### config.mk
export PLATFORM = sky130hd
export DESIGN_NAME = gcbp_line_reader
export DESIGN_NICKNAME = d
export VERILOG_FILES = /design/src/rtl/gcbp_line_reader.sv
export SDC_FILE = /design/constraint.sdc
export NUM_CORES = 1
export LEC_CHECK = 0
export CAP_MARGIN = 5
export CORE_ASPECT_RATIO = 0.75
export CORE_MARGIN = 5
export CORE_UTILIZATION = 45
export CTS_BUF_LIST = sky130_fd_sc_hd__clkbuf_4 sky130_fd_sc_hd__clkbuf_8 sky130_fd_sc_hd__clkbuf_16
export DETAILED_ROUTE_END_ITERATION = 6
export GPL_TIMING_DRIVEN = 0
export PLACE_DENSITY = 0.84
export SLEW_MARGIN = 30
export SYNTH_ARGS = -nofsm -noshare
export SYNTH_HDL_FRONTEND = slang
export SYNTH_SLANG_ARGS = --single-unit
### constraint.sdc
create_clock -name i_clk -period 9 [get_ports i_clk]
set_input_delay 1.35 -clock i_clk [delete_from_list [all_inputs] [get_ports i_clk]]
set_output_delay 1.35 -clock i_clk [all_outputs]
set_load 0.005 [all_outputs]
### src/rtl/gcbp_line_reader.sv
// gcbp_line_reader
//
// Purpose:
//   Reads the GCBP lines of one sub-image back out of the sub-image BRAM
//   that the GCBP line generator fills, one BRAM word per line, and streams
//   them in ascending line order over a valid/ready handshake. BRAM reads are
//   pipelined behind a 2-entry output FIFO. With the consumer always ready,
//   the block delivers one line per cycle.
//
// Ports:
//   i_clk           clock
//   i_reset         asynchronous, active-high reset
//   i_start         single-cycle request to begin a read pass
//   i_subimage_sel  sub-image to read, sampled when i_start is accepted
//   o_busy          high from the accepted start until o_done
//   o_bram_addr     BRAM read address {subimage, line}
//   o_bram_en       BRAM read enable
//   i_bram_data     BRAM read data, valid one cycle after o_bram_en
//   o_line          line data (FIFO head)
//   o_line_idx      line number of o_line
//   o_line_last     o_line is the last line of the sub-image
//   o_line_valid    o_line / o_line_idx / o_line_last are valid
//   i_line_ready    consumer accepts; a transfer happens on valid && ready
//   o_done          one-cycle pulse when the pass completes
//
// Configuration macro:
//   GCBP_LINE_READER_BITREV_EN  when defined, every word is bit-reversed as it
//                               enters the FIFO, so the leftmost pixel of the
//                               sub-image lands on bit 0 of o_line.

module gcbp_line_reader #(
    parameter int  BRAM_DATA_WIDTH = 128,
    parameter int  NUM_LINES       = 128,
    parameter int  NUM_SUBIMAGES   = 4,
    localparam int C_LINE_BITS     = $clog2(NUM_LINES),
    localparam int C_SUB_BITS      = $clog2(NUM_SUBIMAGES)
) (
    input  logic                              i_clk,
    input  logic                              i_reset,
    input  logic                              i_start,
    input  logic [C_SUB_BITS-1:0]             i_subimage_sel,
    output logic                              o_busy,
    output logic [C_SUB_BITS+C_LINE_BITS-1:0] o_bram_addr,
    output logic                              o_bram_en,
    input  logic [BRAM_DATA_WIDTH-1:0]        i_bram_data,
    output logic [BRAM_DATA_WIDTH-1:0]        o_line,
    output logic [C_LINE_BITS-1:0]            o_line_idx,
    output logic                              o_line_last,
    output logic                              o_line_valid,
    input  logic                              i_line_ready,
    output logic                              o_done
);

    localparam int ADDR_BITS = C_SUB_BITS + C_LINE_BITS;

    typedef enum logic [1:0] {
        S_IDLE  = 2'd0,
        S_READ  = 2'd1,
        S_DRAIN = 2'd2
    } state_t;

    state_t                      state_q, state_d;
    logic [C_SUB_BITS-1:0]       sub_q, sub_d;
    logic [C_LINE_BITS:0]        issue_cnt_q, issue_cnt_d;
    logic                        inflight_q, inflight_d;
    logic [C_LINE_BITS-1:0]      inflight_idx_q, inflight_idx_d;
    logic [ADDR_BITS-1:0]        last_addr_q, last_addr_d;

    logic [BRAM_DATA_WIDTH-1:0]  fifo_data_q [2];
    logic [BRAM_DATA_WIDTH-1:0]  fifo_data_d [2];
    logic [C_LINE_BITS-1:0]      fifo_idx_q  [2];
    logic [C_LINE_BITS-1:0]      fifo_idx_d  [2];
    logic [1:0]                  fifo_last_q, fifo_last_d;
    logic                        wr_ptr_q, wr_ptr_d;
    logic                        rd_ptr_q, rd_ptr_d;
    logic [1:0]                  count_q, count_d;

    logic                        pop;
    logic                        issue;
    logic [1:0]                  outstanding;
    logic [C_LINE_BITS-1:0]      issue_line;
    logic [BRAM_DATA_WIDTH-1:0]  push_word;

    // The word entering the FIFO is optionally bit-reversed here so the
    // reversal costs no extra pipeline stage.
`ifdef GCBP_LINE_READER_BITREV_EN
    always_comb begin
        push_word = '0;
        for (int i = 0; i < BRAM_DATA_WIDTH; i++) begin
            push_word[i] = i_bram_data[BRAM_DATA_WIDTH-1-i];
        end
    end
`else
    assign push_word = i_bram_data;
`endif

    // Occupancy plus the read in flight, after this cycle's transfer frees
    // its slot. Keeping this below 2 before issuing means the returning word
    // always has a free FIFO entry.
    assign pop         = (count_q != 2'd0) && i_line_ready;
    assign outstanding = count_q + {1'b0, inflight_q} - {1'b0, pop};
    assign issue_line  = issue_cnt_q[C_LINE_BITS-1:0];

    // The extra MSB of the issue counter marks "all lines issued" without
    // relying on the line index wrapping.
    assign issue = (state_q == S_READ) && !issue_cnt_q[C_LINE_BITS]
                   && (outstanding < 2'd2);

    // Control FSM and read issue.
    always_comb begin
        state_d        = state_q;
        sub_d          = sub_q;
        issue_cnt_d    = issue_cnt_q;
        inflight_d     = 1'b0;
        inflight_idx_d = inflight_idx_q;
        last_addr_d    = last_addr_q;
        o_done         = 1'b0;

        case (state_q)
            S_IDLE: begin
                if (i_start) begin
                    sub_d       = i_subimage_sel;
                    issue_cnt_d = '0;
                    state_d     = S_READ;
                end
            end
            S_READ: begin
                if (issue && (issue_line == {C_LINE_BITS{1'b1}})) begin
                    state_d = S_DRAIN;
                end
            end
            S_DRAIN: begin
                if ((count_q == 2'd0) && !inflight_q) begin
                    o_done  = 1'b1;
                    state_d = S_IDLE;
                end
            end
            default: begin
                state_d = S_IDLE;
            end
        endcase

        if (issue) begin
            issue_cnt_d    = issue_cnt_q + {{C_LINE_BITS{1'b0}}, 1'b1};
            inflight_d     = 1'b1;
            inflight_idx_d = issue_line;
            last_addr_d    = {sub_q, issue_line};
        end
    end

    // Two-entry FIFO: the word returning from BRAM is pushed together with
    // its line index and last flag; the head drives the outputs.
    always_comb begin
        fifo_data_d = fifo_data_q;
        fifo_idx_d  = fifo_idx_q;
        fifo_last_d = fifo_last_q;
        wr_ptr_d    = wr_ptr_q;
        rd_ptr_d    = rd_ptr_q;
        count_d     = outstanding;

        if (inflight_q) begin
            fifo_data_d[wr_ptr_q] = push_word;
            fifo_idx_d[wr_ptr_q]  = inflight_idx_q;
            fifo_last_d[wr_ptr_q] = (inflight_idx_q == {C_LINE_BITS{1'b1}});
            wr_ptr_d              = ~wr_ptr_q;
        end
        if (pop) begin
            rd_ptr_d = ~rd_ptr_q;
        end
    end

    // Reset abandons any pass: clearing inflight_q drops the word still
    // coming back from BRAM.
    always_ff @(posedge i_clk or posedge i_reset) begin
        if (i_reset) begin
            state_q        <= S_IDLE;
            sub_q          <= '0;
            issue_cnt_q    <= '0;
            inflight_q     <= 1'b0;
            inflight_idx_q <= '0;
            last_addr_q    <= '0;
            fifo_data_q[0] <= '0;
            fifo_data_q[1] <= '0;
            fifo_idx_q[0]  <= '0;
            fifo_idx_q[1]  <= '0;
            fifo_last_q    <= '0;
            wr_ptr_q       <= 1'b0;
            rd_ptr_q       <= 1'b0;
            count_q        <= '0;
        end else begin
            state_q        <= state_d;
            sub_q          <= sub_d;
            issue_cnt_q    <= issue_cnt_d;
            inflight_q     <= inflight_d;
            inflight_idx_q <= inflight_idx_d;
            last_addr_q    <= last_addr_d;
            fifo_data_q    <= fifo_data_d;
            fifo_idx_q     <= fifo_idx_d;
            fifo_last_q    <= fifo_last_d;
            wr_ptr_q       <= wr_ptr_d;
            rd_ptr_q       <= rd_ptr_d;
            count_q        <= count_d;
        end
    end

    // The address holds the last issued value whenever no read is issued.
    assign o_busy       = (state_q != S_IDLE);
    assign o_bram_en    = issue;
    assign o_bram_addr  = issue ? {sub_q, issue_line} : last_addr_q;
    assign o_line_valid = (count_q != 2'd0);
    assign o_line       = fifo_data_q[rd_ptr_q];
    assign o_line_idx   = fifo_idx_q[rd_ptr_q];
    assign o_line_last  = fifo_last_q[rd_ptr_q];

endmodule

==> results by stage <==
Outcome:
- The run finished with clean final reports.

STA:
- The transition time of the tightest slew-check pin is around 0.87 ns.
- The number of slew-limit violations in the final report is 0.
- Static timing analysis puts the maximum clock frequency at roughly 0.18 GHz.
- Setup repair after global routing left no endpoint under its margin.
- The setup clock skew after layout is a little over 0.02 ns.
- Dividing the final minimum period by the clock period gives 0.614.
- The final hold violation count is 0.
- Setup violations remaining at the end of the flow were counted as 0.
- The routed design could run at a clock period as short as 5.53 ns.
- For the final routed database, the setup TNS stands at 0 ns.
- The worst relative slew slack is 0.418.

Detailed routing:
- The routed design has approximately 33 mm of wire.
- The routed wirelength normalized by instance count is between 20 and 25 um.
- The DRC violation count after routing is 0.
- After detailed routing, the number of vias per cell comes to 5.11.
- The first-pass iteration count of the detailed router is 4.
- The remaining number of nets flagged by the antenna check after routing is 0.
- The routed layout has approximately 8200 vias.
- The DRC marker count from the first detailed-route iteration is 300.

Setup path:
- For the worst setup path, the data required time is approximately 7.7 ns.
- The kind of launch point of the worst setup path is an input port.
- The worst setup path is of the in2out kind.
- Data arrives at the worst endpoint at 4.18 ns.
- The category of the worst setup path capture point is a primary output.
- In this run the worst path has a maximum fanout of 11.
- The worst setup slack for register-to-register paths is about 6.3 ns.
- The startpoint of the worst register-to-register path is count_q[1]$_DFF_PP0_.
- The worst register-to-register path has a depth of 11.
- The worst register-to-register path ends at last_addr_q[5]$_DFF_PP0_.

CTS:
- TritonCTS built the clock tree.
- The number of hold buffers added after CTS is 0.
- Counting the buffers created by CTS gives 31.
- At the later pin of the worst-skew pair, clock insertion delay measures between 0.5 and 0.6 ns.
- The number of gates resized after cts is 0.
- The sink count of the clock tree is 305.
- The number of buffers between clock root and the deepest sink is 3.
- The depth of the CTS H-tree is 1.
- The root buffer cell chosen for the clock tree is clkbuf_16.
- The clock transition at the register clock pins on the worst setup and hold paths after CTS is about 0.060 ns.
- The number of buffers inserted by post-CTS setup repair is 0.

Synthesis:
- Of the total synthesized cell area, the portion taken by XOR and XNOR cells is 0.00317.
- Yosys mapped the design onto 31 distinct sky130hd cell types.
- The synthesized design contains 0 enable-type register cells.
- The post-synthesis share of cell area spent on and, or, nand and nor gates is 0.0279.
- The share of async-settable or async-resettable flops after synthesis is 1.00.
- The primary flip-flop cell chosen by synthesis mapping is dfrtp_1.
- The total of warnings raised by yosys is 0.
- The netlist area before placement is roughly 0.013 mm2.
- The adder and majority cell fraction of the synthesized area is 0.00288.
- After synthesis, the largest family of logic cells by area is multiplexers.
- The synthesized area divided by synthesized cell count is around 15 um2.
- The area fraction in compound gates after synthesis is 0.00702.
- The fraction of synthesized cell area taken by the top area cell type is 0.586.
- The share of synthesized area occupied by flip-flops and latches is 0.586.
- Synthesis produced ~870 cells.
- Synthesis inferred approximately 310 register bits.
- Sorting the synthesized cells by how often they occur yields mux2_2 (407), dfrtp_1 (305), nand2_1 (49), clkbuf_1 (28), buf_2 (16).
- The share of synthesized area spent on multiplexers is 0.353.
- The synthesized net count is about 1000.
- Yosys instantiated no cell more often than mux2_2.
- Summed over all instances, the cell type with the most area after synthesis is dfrtp_1.
- Yosys attributes the largest share of cell area to dfrtp_1 (59%), mux2_2 (35%), nand2_1 (1.4%).

Placement:
- The number of placed instances with taps included is about 1500.
- The final RePlAce weighted congestion is roughly 0.79.
- In this run the tool buffered the top-level ports with between 200 and 300 buffer cells.
- The half-perimeter wire length after detailed placement is between 20 and 25 mm.
- The cell area after placement is about 0.017 mm2.

Finish:
- Relative to the synthesized area, the layout overhead comes to 35.6%.
- Leaving out filler cells and counting taps, the final layout contains 1603.
- With fillers left out, the area of the finished cells amounts to 0.0177 mm2.
- The share of cells above drive strength 1 is 0.412.
- The number of fill cells is about 2100.
- Measured on the finished design, the core utilization comes to 0.625.
- The final layout contains 1330 nets.

Global route:
- The first global-routing pass estimated between 50 and 60 mm of wire.
- The final global-route overflow total is 0.
- The number of global-route vias before repair came to around 9200.
- The pin count of the biggest net entering global routing is 31.
- Across every metal layer, demand over resource in global routing totals 0.202.
- The number of antenna violations at the first check in global routing was 2.

Job:
- The count of max-cap constraint violations is 0.

Min path:
- The worst hold path belongs to the class reg2reg.
- The capture endpoint of the worst hold path is last_addr_q[4]$_DFF_PP0_.
- The worst hold path begins at last_addr_q[4]$_DFF_PP0_.
- The worst hold path passes through 2 cells.

Power:
- The worst-case IR drop observed on VDD is between 200 and 300 uV.
- The sum of internal, switching and leakage power is ~7.3 mW.
- The analysis attributes to cell leakage a power of roughly 7.5 nW.
- Power spread over the standard cell area amounts to slightly above 400 mW/mm2.

Floorplan:
- The I/O pin total is ~280.
- The core region is 0.0282 mm2.
- The vertical extent of the die is 157 um.
- In this run the horizontal extent of the chip is slightly above 200 um.
- The floorplan step defined a die boundary enclosing roughly 0.032 mm2.
- The initial utilization of the core area, before any placement, comes to 0.461.
- The number of cell rows is 53.
[critical path, cell delays in order]
cell,delay [ns]
clkdlybuf4s50_1,0.45
and2_1,0.17
ha_1,0.24
inv_1,0.06
ha_1,0.14
xor3_1,0.24
or3_1,0.38
buf_6,0.16
clkinv_8,0.06
buf_4,0.17
nand2_1,0.09
nand2_1,0.11
clkdlybuf4s50_1,0.55
[kinds of logic (layout without fill, tap and decap cells)]
family / count (synthesis) / count (layout)
adders and majority gates: 3 / 3
other: 0 / 1
DFF: 305 / 305
muxes: 408 / 408
and+or+nand+nor: 79 / 79
AOI/OAI and AO/OA: 12 / 12
xor gates and xnor gates: 3 / 3
buffers and inverters: 56 / 407
[worst max path at each step]
stage	endpoint	depth (start not counted)	startpoint
global placement	fifo_data_q[183]$_DFFE_PP0P_	2	i_reset
floorplan	count_q[0]$_DFF_PP0_	1	i_reset
CTS	o_bram_addr[1]	13	i_line_ready
detailed placement	o_bram_addr[1]	13	i_line_ready
finish	o_bram_addr[1]	13	i_line_ready
global route	o_bram_addr[1]	13	i_line_ready
[placed cells by master (no fill, tap or decap), drive strengths merged, types with 3 or more instances in the layout]
cell           count
mux2             407
dfrtp            305
clkdlybuf4s50    282
clkbuf            77
nand2             49
buf               33
inv                7
nor3               6
clkinv             6
o21ai              5
and3               5
nand3              5
a211o              5
ha                 3
[power breakdown]
part	total (mW)	switching, mW	internal, mW	leakage (nW)
clock	1.31	0.529	0.778	0.539
combinational	3.57	1.38	2.20	3.31
sequential	2.40	0.337	2.07	3.62
total	7.28	2.24	5.04	7.47
[flip-flops by register name (all words and copies together), names as in the netlist]
signal / flops
count_q: 2
inflight_idx_q: 7
fifo_last_q: 2
fifo_data_q: 256
state_q: 2
rd_ptr_q: 1
last_addr_q: 9
issue_cnt_q: 8
inflight_q: 1
wr_ptr_q: 1
fifo_idx_q: 14
sub_q: 2
[metrics by stage]
stage | hold slack (ns) | setup slack, ns
2_1_floorplan | 0.443 | 3.59
3_3_place_gp | 0.453 | 1.54
3_5_place_dp | 0.459 | 3.49
4_1_cts | 0.474 | 3.47
5_1_grt | 0.500 | 3.32
6_report | 0.469 | 3.47
[cell type report]
cell class | instances | area [um2] | share of cell area
clock buffers | 49 | 986 | 0.0558
multi-input cells | 505 | 5130 | 0.290
inverters | 7 | 42.5 | 0.00241
repair buffers | 294 | 3090 | 0.175
plain buffers | 49 | 223 | 0.0126
clock inverters | 8 | 76.3 | 0.00432
flip-flops and latches | 305 | 7630 | 0.432
well taps | 385 | 482 | 0.0273
diodes | 1 | 2.50 | 0.000142
[metal layers]
layer	GRT usage	vias to the layer above	wire [um]
li1	-	3762	-
met1	0.266	4149	14000
met2	0.326	223	15200
met3	0.0729	52	2770
met4	0.0427	2	633
met5	0	-	13
No activity file was read; power rests on OpenSTA's default activity.
